## config.mk

```make
export PLATFORM = sky130hd
export DESIGN_NAME = irq_ctrl
export DESIGN_NICKNAME = d
export VERILOG_FILES = /design/src/rtl/irq_pkg.sv /design/src/rtl/irq_prio_enc.sv /design/src/rtl/irq_ctrl.sv
export SDC_FILE = /design/constraint.sdc
export NUM_CORES = 1
export LEC_CHECK = 0
export CAP_MARGIN = 25
export CORE_UTILIZATION = 40
export DETAILED_ROUTE_END_ITERATION = 8
export MAX_ROUTING_LAYER = met4
export PLACE_DENSITY = 0.78
export SETUP_SLACK_MARGIN = 0.2
export SKIP_CTS_REPAIR_TIMING = 1
export SLEW_MARGIN = 20
export SYNTH_ARGS = -nofsm -noshare
export SYNTH_HDL_FRONTEND = slang
export SYNTH_HIERARCHICAL = 1
export SYNTH_SLANG_ARGS = --single-unit
```

## constraint.sdc

```tcl
create_clock -name i_clk -period 3.05 [get_ports i_clk]
set_input_delay 0.305 -clock i_clk [delete_from_list [all_inputs] [get_ports i_clk]]
set_output_delay 0.305 -clock i_clk [all_outputs]
set_load 0.03 [all_outputs]
```

## src/rtl/irq_pkg.sv

```systemverilog
// Shared constants for the interrupt controller: source count, vector map and register map.
package irq_pkg;
  localparam int          NUM_SRC_DEF   = 4;
  localparam int          MAX_DEPTH_DEF = 3;
  localparam logic [15:0] VEC_BASE      = 16'h0020;
  localparam logic [15:0] VEC_STRIDE    = 16'h0020;

  typedef enum logic [1:0] {
    ADDR_ENABLE  = 2'd0,
    ADDR_PENDING = 2'd1,
    ADDR_STATUS  = 2'd2,
    ADDR_RSVD    = 2'd3
  } reg_addr_e;

  function automatic logic [15:0] vec_of(input logic [15:0] idx);
    return VEC_BASE + VEC_STRIDE * idx;
  endfunction
endpackage

```

## src/rtl/irq_prio_enc.sv

```systemverilog
// Combinational priority encoder: highest set index wins, vld_o flags any request.
module irq_prio_enc #(
  parameter int N     = 4,
  parameter int IDX_W = (N > 1) ? $clog2(N) : 1
) (
  input  logic [N-1:0]     req_i,
  output logic [IDX_W-1:0] idx_o,
  output logic             vld_o
);
  always_comb begin
    idx_o = '0;
    vld_o = 1'b0;
    for (int i = 0; i < N; i++) begin
      if (req_i[i]) begin
        idx_o = IDX_W'(i);
        vld_o = 1'b1;
      end
    end
  end
endmodule

```

## src/rtl/irq_ctrl.sv

```systemverilog
// Nesting interrupt controller: edge-detected pending bits, priority offer, handler stack.
// Define IRQ_CTRL_NEST_EN to allow preemption up to MAX_DEPTH; otherwise depth is capped at 1.
module irq_ctrl import irq_pkg::*; #(
  parameter int NUM_SRC   = NUM_SRC_DEF,
  parameter int MAX_DEPTH = MAX_DEPTH_DEF
) (
  input  logic               i_clk,
  input  logic               i_rst_n,
  input  logic [NUM_SRC-1:0] i_src,
  input  logic               i_irq_ack,
  input  logic               i_irq_ret,
  input  logic               i_we,
  input  logic [1:0]         i_addr,
  input  logic [15:0]        i_wdata,
  output logic [15:0]        o_rdata,
  output logic               o_irq_req,
  output logic [15:0]        o_irq_vector,
  output logic               o_in_irq,
  output logic [1:0]         o_irq_depth
);
  localparam int IDX_W = (NUM_SRC > 1) ? $clog2(NUM_SRC) : 1;
`ifdef IRQ_CTRL_NEST_EN
  localparam logic [1:0] DEPTH_CAP = 2'(MAX_DEPTH);
`else
  localparam logic [1:0] DEPTH_CAP = (MAX_DEPTH > 0) ? 2'd1 : 2'd0;
`endif

  logic [NUM_SRC-1:0] src_q, en_q, en_d, pend_q, pend_d, clr;
  logic [IDX_W-1:0]   stack_q [4];
  logic [IDX_W-1:0]   stack_d [4];
  logic [1:0]         depth_q, depth_d;
  logic [IDX_W-1:0]   win_idx, top_idx;
  logic               win_vld, preempt, irq_req, take;
  logic               unused_wdata;

  assign unused_wdata = ^i_wdata[15:NUM_SRC];

  irq_prio_enc #(.N(NUM_SRC), .IDX_W(IDX_W)) u_enc (
    .req_i (pend_q & en_q),
    .idx_o (win_idx),
    .vld_o (win_vld)
  );

  assign top_idx = (depth_q != 2'd0) ? stack_q[depth_q - 2'd1] : '0;
`ifdef IRQ_CTRL_NEST_EN
  assign preempt = win_idx > top_idx;
`else
  assign preempt = 1'b0;
`endif
  assign irq_req = win_vld && (depth_q < DEPTH_CAP) && ((depth_q == 2'd0) || preempt);
  assign take    = i_irq_ack && irq_req;

  // Pop before push so a simultaneous ack/ret replaces the top entry.
  always_comb begin
    en_d    = en_q;
    clr     = '0;
    stack_d = stack_q;
    depth_d = depth_q;
    if (i_we && i_addr == ADDR_ENABLE)  en_d = i_wdata[NUM_SRC-1:0];
    if (i_we && i_addr == ADDR_PENDING) clr  = i_wdata[NUM_SRC-1:0];
    if (take) clr = clr | (NUM_SRC'(1) << win_idx);
    // A fresh edge outranks any clear landing in the same cycle.
    pend_d = (pend_q & ~clr) | (i_src & ~src_q);
    if (i_irq_ret && depth_q != 2'd0) depth_d = depth_q - 2'd1;
    if (take) begin
      stack_d[depth_d] = win_idx;
      depth_d          = depth_d + 2'd1;
    end
  end

  always_ff @(posedge i_clk or negedge i_rst_n) begin
    if (!i_rst_n) begin
      src_q   <= '0;
      en_q    <= '0;
      pend_q  <= '0;
      depth_q <= '0;
      for (int i = 0; i < 4; i++) stack_q[i] <= '0;
    end else begin
      src_q   <= i_src;
      en_q    <= en_d;
      pend_q  <= pend_d;
      depth_q <= depth_d;
      stack_q <= stack_d;
    end
  end

  always_comb begin
    o_rdata = 16'h0000;
    case (i_addr)
      ADDR_ENABLE:  o_rdata = 16'(en_q);
      ADDR_PENDING: o_rdata = 16'(pend_q);
      ADDR_STATUS:  o_rdata = {8'h00, 4'(top_idx), 2'b00, depth_q};
      default:      o_rdata = 16'h0000;
    endcase
  end

  assign o_irq_req    = irq_req;
  assign o_irq_vector = irq_req ? vec_of(16'(win_idx)) : 16'h0000;
  assign o_in_irq     = depth_q != 2'd0;
  assign o_irq_depth  = depth_q;
endmodule
```

======== Word-level counts from Yosys, hierarchy flattened ========
Index checks and enable logic that the tools add are counted.
storage, ports and cells
  output and inout port bits .............. 36
  input port bits ......................... 27
  flip-flop bits (word level) ............. 22
operators by class
  $add $sub $neg .......................... 3
  multiplexer cells ....................... 20
  reductions and logical operators ........ 10
  $lt $le $gt $ge ......................... 4
  bitwise gates (word level) .............. 9
  eq/ne operators ......................... 2
  shift-type cells ........................ 1
operators by type and width
  cell                                                         count
  one-hot mux 6 bit (3 select lines)                           1
  two-way mux 2 bit                                            8
  bitwise AND 4 bit                                            3
  adder 6 x 7 -> 8 bit (first input constant)                  1
  bitwise mux 8 bit                                            1
  two-way mux 4 bit                                            2
  two-way mux 8 bit                                            1
  inverter 4 bit                                               2
  OR 4 bit                                                     2
  logical AND 1 bit                                            7
  >= comparator 3 bit (second input constant)                  2
  inverter 2 -> 3 bit                                          2
  two-way mux 1 bit                                            5
  binary-select mux 2 bit (select 2 bit)                       1
  demux 2 bit (select 2 bit)                                   1
  logical NOT 2 bit                                            2
  left shift 1 x 2 -> 4 bit (first input constant)             1
  less-than comparator 3 x 1 -> 1 bit (second input constant)  1
  adder 2 x 1 -> 2 bit (second input constant)                 1
  equality test 2 x 1 -> 1 bit (second input constant)         1
  equality test 2 bit (second input constant)                  1
  less-than comparator 2 x 1 -> 1 bit (second input constant)  1
  nonzero test 2 bit                                           1
  subtractor 2 x 1 -> 2 bit (second input constant)            1

======== Logic depth before layout (Yosys ltp) ========
Gate-level depths: netlist (run 1).
  depth after elaboration ................. 12
  depth in mapped cells ................... 7
  mapped depth without buffers ............ 7

======== Modules after synthesis ========
The synthesis (run 1) kept the hierarchy.
by module, submodules not included
  module        sequential area each (um^2)  instances  area an instance (um^2)  cells an instance
  irq_ctrl      550.5                        1          1351.3                   122
  irq_prio_enc  0.0                          1          23.8                     4

======== Worst setup path before layout (run 1) ========
Ideal clock, no wire load.
  kind .................................... reg2reg
  from .................................... reg en_q[2]
  to ...................................... reg stack_q[6] (netlist name)
  stages on the path, launching flop included .. 8
  setup slack ............................. 1006 ps
  arrival ................................. 1919 ps
  cell sequence ........................... dfrtp_1 -> and2_1 -> or2_1 -> or3_1 -> and3_1 -> buf_6 -> and3_4 -> mux2_4
on the way
  cells in the longest elaborated chain, start to end .. 6
  elaborated cells on any way between the ends .. 9
RTL lines
  element                          RTL line            RTL
  from (decl)                      irq_ctrl.sv:28      logic [NUM_SRC-1:0] src_q, en_q, en_d, pend_q, pend_d, clr;
  from (signal assigned)           irq_ctrl.sv:80      en_q <= en_d;
  bitwise AND 4 bit                irq_ctrl.sv:39      .req_i (pend_q & en_q),
  two-way mux 1 bit (2 in series)  irq_prio_enc.sv:14  if (req_i[i]) begin
  net win_vld                      irq_ctrl.sv:33      logic win_vld, preempt, irq_req, take;
  logical AND 1 bit (2 in series)  irq_ctrl.sv:50      assign irq_req = win_vld && (depth_q < DEPTH_CAP) && ((depth_q == 2'd0) || preempt);
  logical AND 1 bit                irq_ctrl.sv:51      assign take = i_irq_ack && irq_req;
  to (signal assigned)             irq_ctrl.sv:83      stack_q <= stack_d;
  to (decl)                        irq_ctrl.sv:29      logic [IDX_W-1:0] stack_q [4];
The timed path passes the listed nets, and every way through them passes these cells.
A chain may end at the register's enable or synchronous reset.

======== Worst setup path after layout (run 1) ========
  from .................................... reg depth_q[0], in the netlist o_irq_depth[0]
  to ...................................... out o_rdata[4]
on the way
  cells in the longest elaborated chain, start to end .. 7
  elaborated cells on any way between the ends .. 8
RTL lines
  element                                                RTL line        RTL
  from (decl)                                            irq_ctrl.sv:31  logic [1:0] depth_q, depth_d;
  from (signal assigned)                                 irq_ctrl.sv:82  depth_q <= depth_d;
  subtractor 2 x 1 -> 2 bit                              irq_ctrl.sv:44  assign top_idx = (depth_q != 2'd0) ? stack_q[depth_q - 2'd1] : '0;
  inverter 2 -> 3 bit (implied by the code)              irq_ctrl.sv:44
  binary-select mux 2 bit (select 2 bit)                 irq_ctrl.sv:44
  two-way mux 2 bit (implied by the code) (2 in series)  irq_ctrl.sv:44
  two-way mux 2 bit *                                    irq_ctrl.sv:44
  one-hot mux 6 bit (3 select lines) *                   irq_ctrl.sv:89  case (i_addr)
  to (decl)                                              irq_ctrl.sv:15  output logic [15:0] o_rdata,
Mark *: on every way between the ends. The rest lies on a longest branch, timed or not. The select of a mux whose other input is x is not followed.

==> impl_metrics.py, run 1 <==
metrics = {
    "outcome": {
        "status": "finished clean",
    },
    "synthesis": {
        "synth_edf_count": 0,
        "synthCells": 126,
        "avgSynthCellArea_um2": 10.9,
        "yosysSeqAreaShare": 0.400,
        "synth_seq_cells": 22,
        "synth_top_family_by_area": "multiplexers",
        "synth_cell_types": 33,
        "synthXorXnorAreaFrac": 0.0127,
        "syn_area_um2": 1380,
        "synth_mux_area_frac": 0.171,
        "synth-simple-area-share": 0.154,
        "synth-adder-area-share": 0.0455,
        "ys_async_sr_fraction": 1.00,
        "synth-compound-area-share": 0.0491,
        "synth_ff_type": "dfrtp_1",
        "yosys_warnings": 6,
    },
    "timing": {
        "rsz0062_at_grt": "false",
        "fin_crit_ns": 2.69,
        "fin_skew_ns": 0.00333,
        "max_freq_mhz": 372,
        "hold_viol": 0,
        "drv_slew": 0,
        "min_period_over_period": 0.881,
        "finalSetupViolCount": 0,
        "setup_tns_ns": 0,
    },
    "place": {
        "place.gp.congestion": 0.882,
        "dpl.hpwl_mm": 1.93,
        "io_buffers": 27,
    },
    "clock_network": {
        "cts-root-buf": "clkbuf_4",
        "tritoncts": "done",
        "cts_made_buffers": 3,
        "htreeDepth": 1,
        "clock_latency_ns": 0.31,
        "clkTransAtPathRegs_ns": 0.12,
        "cts_buffer_depth": 2,
        "cts_sinks": 22,
    },
    "die": {
        "dieArea_um2": 3680,
        "die-height_um": 60.6,
        "core_area_um2": 3150,
        "rows": 20,
        "io_pins": 63,
        "initial_core_util": 0.436,
        "chipWidth_um": 60.6,
    },
    "worst_setup_path": {
        "cp_max_fo": 7,
        "cp_slowest_cell": "clkdlybuf4s50_1",
        "critPathRequiredTime_ns": 2.74,
        "path_class": "reg2out",
        "max_stage_delay_ns": 0.59,
        "crit_chain": "inv_1, ha_1, mux4_2, and3_1, clkdlybuf4s50_1",
        "crit_arrival_ns": 2.38,
        "cp-end-kind": "output pin",
        "cp-start-kind": "register",
        "r2r_setup_slack_ns": 0.78,
    },
    "routing": {
        "drt-initial-drc-count": 30,
        "avgViaCountPerCell": 4.60,
        "wire_per_inst_um": 12.7,
        "drc": 0,
        "wirelength_mm": 2.53,
        "dr.pass1.iters": 4,
        "vias": 916,
        "ant_nets": 0,
    },
    "power": {
        "power_density_nw_per_um2": 848,
        "peakVddDrop_uv": 592,
        "leakage_nw": 0.827,
        "total_power_mw": 1.41,
    },
    "global_routing": {
        "antenna_found_initial": 0,
        "grt_first_pass_wirelength_mm": 3.90,
        "grt_max_degree": 23,
        "grt_usage": 0.152,
        "grt_pass1_vias": 805,
        "grt_overflow_total": 0,
    },
    "finish": {
        "diodes": 0,
        "synthToLayoutAreaGrowth_pct": 20.9,
        "drive_above_1_share": 0.155,
        "nets": 188,
    },
    "flow_run": {
        "maxCapViolations": 0,
    },
    "worst_hold_path": {
        "hold_path.class": "in2reg",
    },
}
## cell families after synthesis
kind of cell / Yosys count
AO/OA/AOI/OAI: 8
AND/OR/NAND/NOR: 35
other: 1
multiplexers: 18
adder cells (fa/ha/maj): 5
XOR/XNOR: 2
buffers and inverters: 35
flip-flops: 22
## per-layer routing
metal | GRT usage | part of all wire
met5 | - | 0
met1 | 0.210 | 0.46
met3 | 0.0469 | 0.064
met4 | 0.0195 | 0
met2 | 0.228 | 0.47
## worst max-delay path: cells and delay by family, from the launching register on
family / cells / cell delay, ns
DFF: 1 / 0.49
buffers and inverters: 2 / 0.72
and+or+nand+nor: 1 / 0.19
adders and majority gates: 1 / 0.36
muxes: 1 / 0.32
## Yosys cell counts, drive strengths merged (2+ instances only)
library cell / instances / area (um2)
buf: 25 / 189
dfrtp: 22 / 551
mux2: 12 / 146
inv: 10 / 37.5
nand2: 10 / 37.5
and2: 6 / 38.8
and3: 6 / 45.0
ha: 5 / 62.6
a32o: 4 / 40.0
mux2i: 4 / 40.0
nor2: 4 / 15.0
mux4: 2 / 48.8
nand3: 2 / 20.0
o21ai: 2 / 10.0
xnor2: 2 / 17.5
## state kept, by name, indices dropped and copies added (netlist names)
register	flops
o_irq_depth	2
src_q	4
pend_q	4
en_q	4
stack_q	8
## path summary, 6_finish.rpt
check | depth (start not counted) | endpoint | startpoint
min in group asynchronous | 2 | pend_q[2] | i_rst_n
max in group asynchronous | 2 | o_irq_depth[0] | i_rst_n
min | 1 | src_q[1] | i_src[1]
max | 5 | o_rdata[4] | o_irq_depth[0]
min reg2reg | 1 | stack_q[1] | stack_q[1]
max reg2reg | 6 | stack_q[6] | en_q[2]
## cell usage in the layout (no fill, tap or decap), types with 3 or more instances in the layout
cell,count
and3_1,3
dlymetal6s2s_1,4
and2_1,5
clkdlybuf4s50_1,22
mux2_4,3
dfrtp_1,21
mux2i_1,4
mux2_2,6
nor2_1,4
ha_1,5
a32o_1,4
mux2_1,3
clkbuf_4,3
inv_1,10
nand2_1,10
conb_1,23
## cell type report
class	instances	area (um2)
fill	297	1490
multi-input combinational	91	681
sequential	22	552
timing repair buffer	28	285
tap	44	55.1
inverter	10	37.5
clock inverter	1	30.0
clock buffer	3	22.5
## report_power, final
group	leakage (nW)	total, mW	switching, mW	internal (mW)
Combinational	0.544	0.718	0.379	0.339
Sequential	0.255	0.470	0.0816	0.388
Clock	0.0279	0.222	0.0895	0.133
## through the flow
step	hold WS [ns]	cells	setup slack, ns	utilization	cell area (um2)
3_5_place_dp	0.480	194	0.512	0.506	1590
3_3_place_gp	0.466	194	0.546	0.506	1590
4_1_cts	0.433	198	0.134	0.522	1650
2_1_floorplan	0.00941	148	1.01	-	1460
6_report	0.448	199	0.363	0.527	1660
5_1_grt	0.439	199	0.234	0.527	1660
Note: power is estimated with default switching activity, not from simulation.
==> inputs of run 2 (changes only) <==
--- a/config.mk
+++ b/config.mk
@@ -6,6 +6,7 @@
 export NUM_CORES = 1
 export LEC_CHECK = 0
 export CAP_MARGIN = 25
+export CORE_ASPECT_RATIO = 1.2
 export CORE_UTILIZATION = 40
 export DETAILED_ROUTE_END_ITERATION = 8
 export MAX_ROUTING_LAYER = met4
==> impl_metrics.py, run 2 (synthesis results as in run 1) <==
metrics = {
    "die": {
        "initial_core_util": 0.434,
        "core_area_um2": 3170,
        "rows": 22,
        "dieArea_um2": 3680,
        "die-height_um": 66.2,
        "chipWidth_um": 55.5,
        "io_pins": 63,
    },
    "power": {
        "p_sw_frac": 0.407,
        "combPwrFrac": 0.552,
        "power_density_nw_per_um2": 837,
        "p_switching_mw": 0.556,
        "p_clk_frac": 0.119,
        "p_int_mw": 0.812,
        "pwr-share-seq": 0.329,
        "leakage_nw": 0.778,
        "peakVddDrop_uv": 510,
    },
    "finish": {
        "diodes": 0,
        "fill_cells": 295,
        "nets": 189,
        "drive_above_1_share": 0.154,
        "final_common_cell": "clkdlybuf4s50_1",
        "final_cell_mix": "clkdlybuf4s50_1 (25), conb_1 (23), dfrtp_1 (22), inv_1 (10), nand2_1 (10)",
        "final_util": 0.517,
        "stdcell_count": 192,
        "synthToLayoutAreaGrowth_pct": 18.9,
        "regMostFlops": "stack_q",
        "largest_reg_flops": 8,
    },
    "worst_setup_path": {
        "cpLargestDelayFamily": "simple AND/OR/NAND/NOR gates",
        "crit_arrival_ns": 2.45,
        "cp_max_fo": 8,
        "max_stage_delay_ns": 0.59,
        "path_buf_inv": 1,
        "cp-end-kind": "output pin",
        "critPathRequiredTime_ns": 2.74,
        "cp-start-kind": "register",
        "crit_chain": "and2_1, or2_1, or3_1, and3_2, clkdlybuf4s50_1",
        "cp_slowest_cell": "clkdlybuf4s50_1",
        "path_class": "reg2out",
    },
    "timing": {
        "drv_slew": 0,
        "min_period_over_period": 0.904,
        "setup_tns_ns": 0,
        "hold_viol": 0,
        "rsz0062_at_grt": "false",
        "fin_crit_ns": 2.76,
        "finalSetupViolCount": 0,
        "fin_skew_ns": 0.00253,
        "max_freq_mhz": 362,
    },
    "place": {
        "io_buffers": 27,
        "place.gp.congestion": 0.837,
        "placedCellCount": 187,
        "dpl.hpwl_mm": 2.07,
    },
    "outcome": {
        "status": "finished clean",
    },
    "routing": {
        "drt-initial-drc-count": 26,
        "wirelength_mm": 2.65,
        "dr.pass1.iters": 4,
        "avgViaCountPerCell": 4.84,
        "wire_per_inst_um": 13.8,
        "drc": 0,
        "ant_nets": 0,
        "vias": 929,
    },
    "flow_run": {
        "maxCapViolations": 0,
    },
    "clock_network": {
        "clock_latency_ns": 0.31,
        "cts_made_buffers": 3,
        "clkTransAtPathRegs_ns": 0.12,
        "cts_sinks": 22,
        "tritoncts": "done",
        "htreeDepth": 1,
        "cts_buffer_depth": 2,
        "cts-root-buf": "clkbuf_4",
    },
    "global_routing": {
        "antenna_found_initial": 0,
        "grt_first_pass_wirelength_mm": 4.26,
        "grt_pass1_vias": 912,
        "grt_max_degree": 23,
        "grt_usage": 0.154,
        "grt_overflow_total": 0,
    },
    "worst_hold_path": {
        "hold_path.class": "in2reg",
    },
}
[run 2: changes by cell type in the layout (fill, tap and decap cells not counted)]
cell	previous run	this run
dfrtp_2	1	0
clkdlybuf4s50_1	22	25
clkbuf_8	0	1
bufinv_16	1	0
dfrtp_1	21	22
dlymetal6s2s_1	4	1
buf_4	0	1
[run 2: layout make-up]
type,instances,area (um2),area share
Timing Repair Buffer,29,285,0.174
Sequential cell,22,551,0.337
Tap cell,36,45.0,0.0275
Multi-Input combinational cell,91,681,0.416
Inverter,10,37.5,0.0230
Clock buffer,4,36.3,0.0222
[run 2: power by group through the flow]
stage	sequential, mW	combinational, mW	clock (mW)
6_report	0.451	0.755	0.163
5_1_grt	0.465	0.805	0.175
4_1_cts	0.451	0.763	0.167
3_5_place_dp	0.457	0.754	0
3_3_place_gp	0.450	0.735	0
2_1_floorplan	0.473	0.516	0
[run 2: metrics by stage]
stage / hold slack [ns] / instance area, um2 / power, mW / setup WS (ns)
after floorplan: 0.00941 / 1460 / 0.989 / 1.01
after global placement: 0.471 / 1590 / 1.18 / 0.545
after detailed placement: 0.486 / 1590 / 1.21 / 0.505
after CTS: 0.451 / 1630 / 1.38 / 0.141
after global routing: 0.442 / 1640 / 1.45 / 0.205
final: 0.456 / 1640 / 1.37 / 0.291
[run 2: worst register-to-register path, cell delays in order, from the launching register on]
cell     delay (ns)
dfrtp_1        0.41
and2_1         0.18
or2_1          0.34
or3_1          0.41
and3_1         0.29
and3_4         0.24
mux2_4         0.29
[run 2: routing by layer]
metal | global-route usage | vias to the layer above | wire (um)
li1 | - | 438 | -
met1 | 0.179 | 450 | 1120
met2 | 0.267 | 39 | 1400
met3 | 0.0274 | 2 | 118
met4 | 0.0594 | 0 | 14
met5 | - | - | 0
[run 2: path summary, 6_finish.rpt]
| path | startpoint | endpoint | slack [ns] | cells past startpoint |
|---|---|---|---|---|
| min | i_src[0] | src_q[0] | 0.46 | 1 |
| max reg2reg | en_q[2] | stack_q[7] | 0.79 | 6 |
| min reg2reg | stack_q[3] | stack_q[3] | 0.51 | 1 |
| max in group asynchronous | i_rst_n | src_q[1] | 2.25 | 2 |
| min in group asynchronous | i_rst_n | stack_q[4] | 0.47 | 2 |
| max | en_q[2] | o_irq_vector[7] | 0.29 | 5 |
==> inputs of run 3 (changes only) <==
--- a/config.mk
+++ b/config.mk
@@ -6,11 +6,13 @@
 export NUM_CORES = 1
 export LEC_CHECK = 0
 export CAP_MARGIN = 25
+export CELL_PAD_IN_SITES_DETAIL_PLACEMENT = 1
+export CELL_PAD_IN_SITES_GLOBAL_PLACEMENT = 2
 export CORE_ASPECT_RATIO = 1.2
-export CORE_UTILIZATION = 40
+export CORE_UTILIZATION = 26
 export DETAILED_ROUTE_END_ITERATION = 8
 export MAX_ROUTING_LAYER = met4
-export PLACE_DENSITY = 0.78
+export PLACE_DENSITY_LB_ADDON = 0.1
 export SETUP_SLACK_MARGIN = 0.2
 export SKIP_CTS_REPAIR_TIMING = 1
 export SLEW_MARGIN = 20
==> impl_metrics.py, run 3 (synthesis results as in run 1) <==
metrics = {
    "timing": {
        "rsz0062_at_grt": "false",
        "final.setup.worst_slack_ns": 0.315,
        "drv_slew": 0,
        "maxSlewHeadroom": 0.657,
        "fin_crit_ns": 2.73,
        "hold_viol": 0,
        "worstMarginPinSlew_ns": 0.515,
        "finalSetupViolCount": 0,
        "max_freq_mhz": 366,
        "fin_skew_ns": 0.00900,
        "setup_tns_ns": 0,
        "min_period_over_period": 0.897,
    },
    "worst_setup_path": {
        "r2r_setup_slack_ns": 0.74,
        "crit_arrival_ns": 2.43,
        "cp_max_fo": 8,
        "critPathRequiredTime_ns": 2.74,
        "cp-start-kind": "register",
        "crit_end": "o_irq_vector[7]",
        "r2r_cells": 6,
        "cp-end-kind": "output pin",
        "crit_start": "en_q[2]",
        "worst_r2r_startpoint": "en_q[2]",
        "r2r_end": "stack_q[6]",
        "path_class": "reg2out",
    },
    "finish": {
        "drive_above_1_share": 0.149,
        "final_common_cell": "clkdlybuf4s50_1",
        "fin_area_um2": 1660,
        "regMostFlops": "stack_q",
        "fill_cells": 579,
        "nets": 188,
        "final_cell_mix": "clkdlybuf4s50_1 (25), conb_1 (23), dfrtp_1 (22), inv_1 (10), nand2_1 (10)",
        "largest_reg_flops": 8,
        "synthToLayoutAreaGrowth_pct": 20.7,
        "diodes": 0,
    },
    "die": {
        "io_pins": 63,
        "rows": 28,
        "dieArea_um2": 5580,
        "chipWidth_um": 68.4,
        "die-height_um": 81.7,
        "initial_core_util": 0.274,
        "core_area_um2": 5010,
    },
    "power": {
        "total_power_mw": 1.38,
        "peakVddDrop_uv": 384,
        "power_density_nw_per_um2": 833,
        "leakage_nw": 0.774,
    },
    "routing": {
        "ant_nets": 0,
        "wirelength_mm": 3.11,
        "avgViaCountPerCell": 4.30,
        "vias": 920,
        "drt-initial-drc-count": 17,
        "wire_per_inst_um": 14.5,
        "drc": 0,
        "dr.pass1.iters": 4,
    },
    "place": {
        "io_buffers": 27,
        "dp_slack_ns": 0.457,
        "postPlaceCellArea_um2": 1620,
        "place.gp.congestion": 0.833,
        "dpl.hpwl_mm": 2.44,
    },
    "clock_network": {
        "clkTransAtPathRegs_ns": 0.08,
        "cts_made_buffers": 3,
        "htreeDepth": 1,
        "tritoncts": "done",
        "clock_latency_ns": 0.26,
        "cts-root-buf": "clkbuf_8",
        "cts_sinks": 22,
        "cts_buffer_depth": 2,
    },
    "worst_hold_path": {
        "hold_path.class": "in2async",
    },
    "global_routing": {
        "antenna_found_initial": 0,
        "grt_overflow_total": 0,
        "grt_pass1_vias": 974,
        "grt_first_pass_wirelength_mm": 4.95,
        "grt_usage": 0.127,
        "grt_max_degree": 23,
    },
    "flow_run": {
        "maxCapViolations": 0,
    },
    "outcome": {
        "status": "finished clean",
    },
}
## run 3: per-layer routing
| layer | share of wire | routed length (um) | global-route usage | vias up |
|---|---|---|---|---|
| met5 | 0 | 0 | - | - |
| met4 | 0.0061 | 19 | 0.0438 | 0 |
| met3 | 0.041 | 127 | 0.0167 | 2 |
| met2 | 0.50 | 1560 | 0.206 | 25 |
| met1 | 0.45 | 1400 | 0.160 | 457 |
| li1 | - | - | - | 436 |
## run 3: where the power goes
| group | leakage, nW | internal [mW] | switching, mW |
|---|---|---|---|
| clock | 0.0216 | 0.0880 | 0.0893 |
| combinational | 0.497 | 0.350 | 0.400 |
| sequential | 0.256 | 0.388 | 0.0690 |
## run 3: critical path: stages, from the launching register on
cell and delay, ns:
dfrtp_1 0.39, and2_1 0.17, or2_1 0.36, or3_1 0.43, and3_2 0.22, clkdlybuf4s50_1 0.60
## run 3: final cells by class
type                       instances  area, um2  share of cell area
timing repair buffer              28        275               0.166
tap                               60       75.1              0.0452
inverter                          10       37.5              0.0226
multi-input combinational         91        681               0.410
clock buffer                       3       41.3              0.0249
sequential                        22        551               0.332
## run 3: worst min path at each step
stage / start / end / cells past startpoint
2_1_floorplan: i_rst_n / en_q[0] / 0
3_3_place_gp: stack_q[3] / stack_q[3] / 1
3_5_place_dp: stack_q[3] / stack_q[3] / 1
4_1_cts: stack_q[3] / stack_q[3] / 1
5_1_grt: i_rst_n / en_q[1] / 1
6_report: i_rst_n / en_q[1] / 1
## run 3: metrics by stage
step,util,instances,hold WS [ns]
6_report,0.331,214,0.00288
3_5_place_dp,0.324,211,0.479
3_3_place_gp,0.324,211,0.485
4_1_cts,0.332,214,0.496
2_1_floorplan,-,148,0.00941
5_1_grt,0.331,214,0.0395
==> variant, RTL diff (config.mk and constraints of run 3) <==
Register the input `i_irq_ack` before use, with the module's reset. The logic sees it one clock later. The other inputs are not delayed to match.
--- a/src/rtl/irq_ctrl.sv
+++ b/src/rtl/irq_ctrl.sv
@@ -20,4 +20,14 @@
 );
   localparam int IDX_W = (NUM_SRC > 1) ? $clog2(NUM_SRC) : 1;
+
+  logic i_irq_ack_q;
+
+  always_ff @(posedge i_clk or negedge i_rst_n) begin
+    if (!i_rst_n) begin
+      i_irq_ack_q <= '0;
+    end else begin
+      i_irq_ack_q <= i_irq_ack;
+    end
+  end
 `ifdef IRQ_CTRL_NEST_EN
   localparam logic [1:0] DEPTH_CAP = 2'(MAX_DEPTH);
@@ -49,5 +59,5 @@
 `endif
   assign irq_req = win_vld && (depth_q < DEPTH_CAP) && ((depth_q == 2'd0) || preempt);
-  assign take    = i_irq_ack && irq_req;
+  assign take    = i_irq_ack_q && irq_req;
 
   // Pop before push so a simultaneous ack/ret replaces the top entry.
Check against the original RTL: not equivalent (Yosys sat finds a counterexample within 4 cycles, from zero or initial values and one cycle with i_rst_n low).
==> variant against run 3 <==
The flow now finishes with violations (design-rule violations). Cell area is 8.5% higher. Via count up 6.5%. Hold slack gained 0.40 ns. Sequential cell count up 1. Routed wire length rose by 7.2%. Setup slack improved by 0.034 ns. Synthesized area up 8.4%. Synthesized cell count rose by 8.7%. Utilization is 0.18 points higher. Die area grew 8.1%. Register-to-register slack gained 0.09 ns. Power increased by 10%. Final cell count up 7.0%. Sequential share of layout area fell by 1.2 points. Critical endpoint is now o_irq_req. Highest routed layer unchanged.
==> variant: results (changes against run 3) <==
[critical_path]
worst_ep_arrival_time_ns=2.40  ; -0.03 ns

[final_layout]
nets=201  ; +6.9%
fillCellCount=623  ; +7.6%

[power]
power_leakage_uw=0.0008696  ; +12%
vdd_drop_max_mv=0.2526  ; -34%

[routing]
drc=2  ; +2
first_iter_violations=15  ; -2
wl_met1_um=1420  ; +1.4%
met3_length_um=88  ; -31%
vias=980  ; +6.5%
top_layer=met4
drt_pass1_iterations=6  ; +2
met2WireLength_um=1770  ; +13%
routed_wl_um=3333  ; +7.2%

[yosys]
synth_area_leaders=dfrtp_1, buf_4, mux2_2, ha_1, mux2i_1
synth_commonest_cells=buf_4, dfrtp_1, inv_1, mux2_2
ys_types=37  ; +12%

[placement]
hpwl_um=2672  ; +9.6%
routabilityCongestion=0.7702  ; -7.5%
pre_cts_slack_ns=0.4765  ; +0.02001 ns

[global_routing]
track_usage=0.1245  ; -0.002353
grt_max_degree=24  ; +4.3%
grt_pass1_vias=1110  ; +14%
grt_pass1_wl_um=5582  ; +13%

[cts]
path_clk_slew_ns=0.09

[timing]
finClkSkew_ns=0.004613  ; -0.004384 ns
maxSlewHeadroom=0.4894  ; -0.1672

[run_status]
violations=design-rule violations
status=complete, but fails checks

variant: metrics by stage:
stage	util	cell area (um^2)	instances	total power, uW
after floorplan	-	1575	159	1108
after global placement	0.3245	1754	225	1335
after detailed placement	0.3245	1754	225	1352
after CTS	0.3328	1799	229	1556
after global routing	0.3333	1802	229	1644
final	0.3333	1802	229	1524
variant: where the power goes:
part           internal, uW  switching, uW
registers               398           51.7
clock network          93.4            101
logic                   393            487
variant: critical path, stage by stage (launching register included):
cell             delay (ns)
dfrtp_1                0.40
and2_1                 0.17
or2_1                  0.35
or3_1                  0.40
and2_2                 0.21
clkdlybuf4s50_1        0.59
variant: final timing paths:
path	cells after the start	endpoint	slack [ns]	from
worst min-delay path	2	stack_q[7]	0.40	i_rst_n
max in group asynchronous	2	en_q[0]	2.41	i_rst_n
worst max register to register	7	stack_q[4]	0.83	en_q[2]
min in group i_clk	1	pend_q[3]	0.42	src_q[3]
worst min register to register	1	pend_q[3]	0.42	src_q[3]
worst max-delay path	5	o_irq_req	0.35	en_q[2]
variant: cells by family after synthesis:
| family | share of synthesized area |
|---|---|
| muxes | 0.1461 |
| AOI/OAI and AO/OA | 0.07389 |
| DFF | 0.3862 |
| and+or+nand+nor | 0.1553 |
| xor gates and xnor gates | 0.02435 |
| buffers and inverters | 0.1612 |
| other | 0.002516 |
| adders and majority gates | 0.05038 |
variant: final cells by class:
cell class                 instances  area share
multi-input combinational         98      0.4215
sequential                        23      0.3194
timing repair buffer              31      0.1681
tap                               62     0.04306
clock buffer                       4     0.02500
inverter                          11     0.02292
variant: metal layers:
layer / up-vias / GRT usage
met5: - / -
met4: 0 / 0.04909
met3: 5 / 0.01425
met2: 21 / 0.2159
met1: 481 / 0.1463
li1: 473 / -
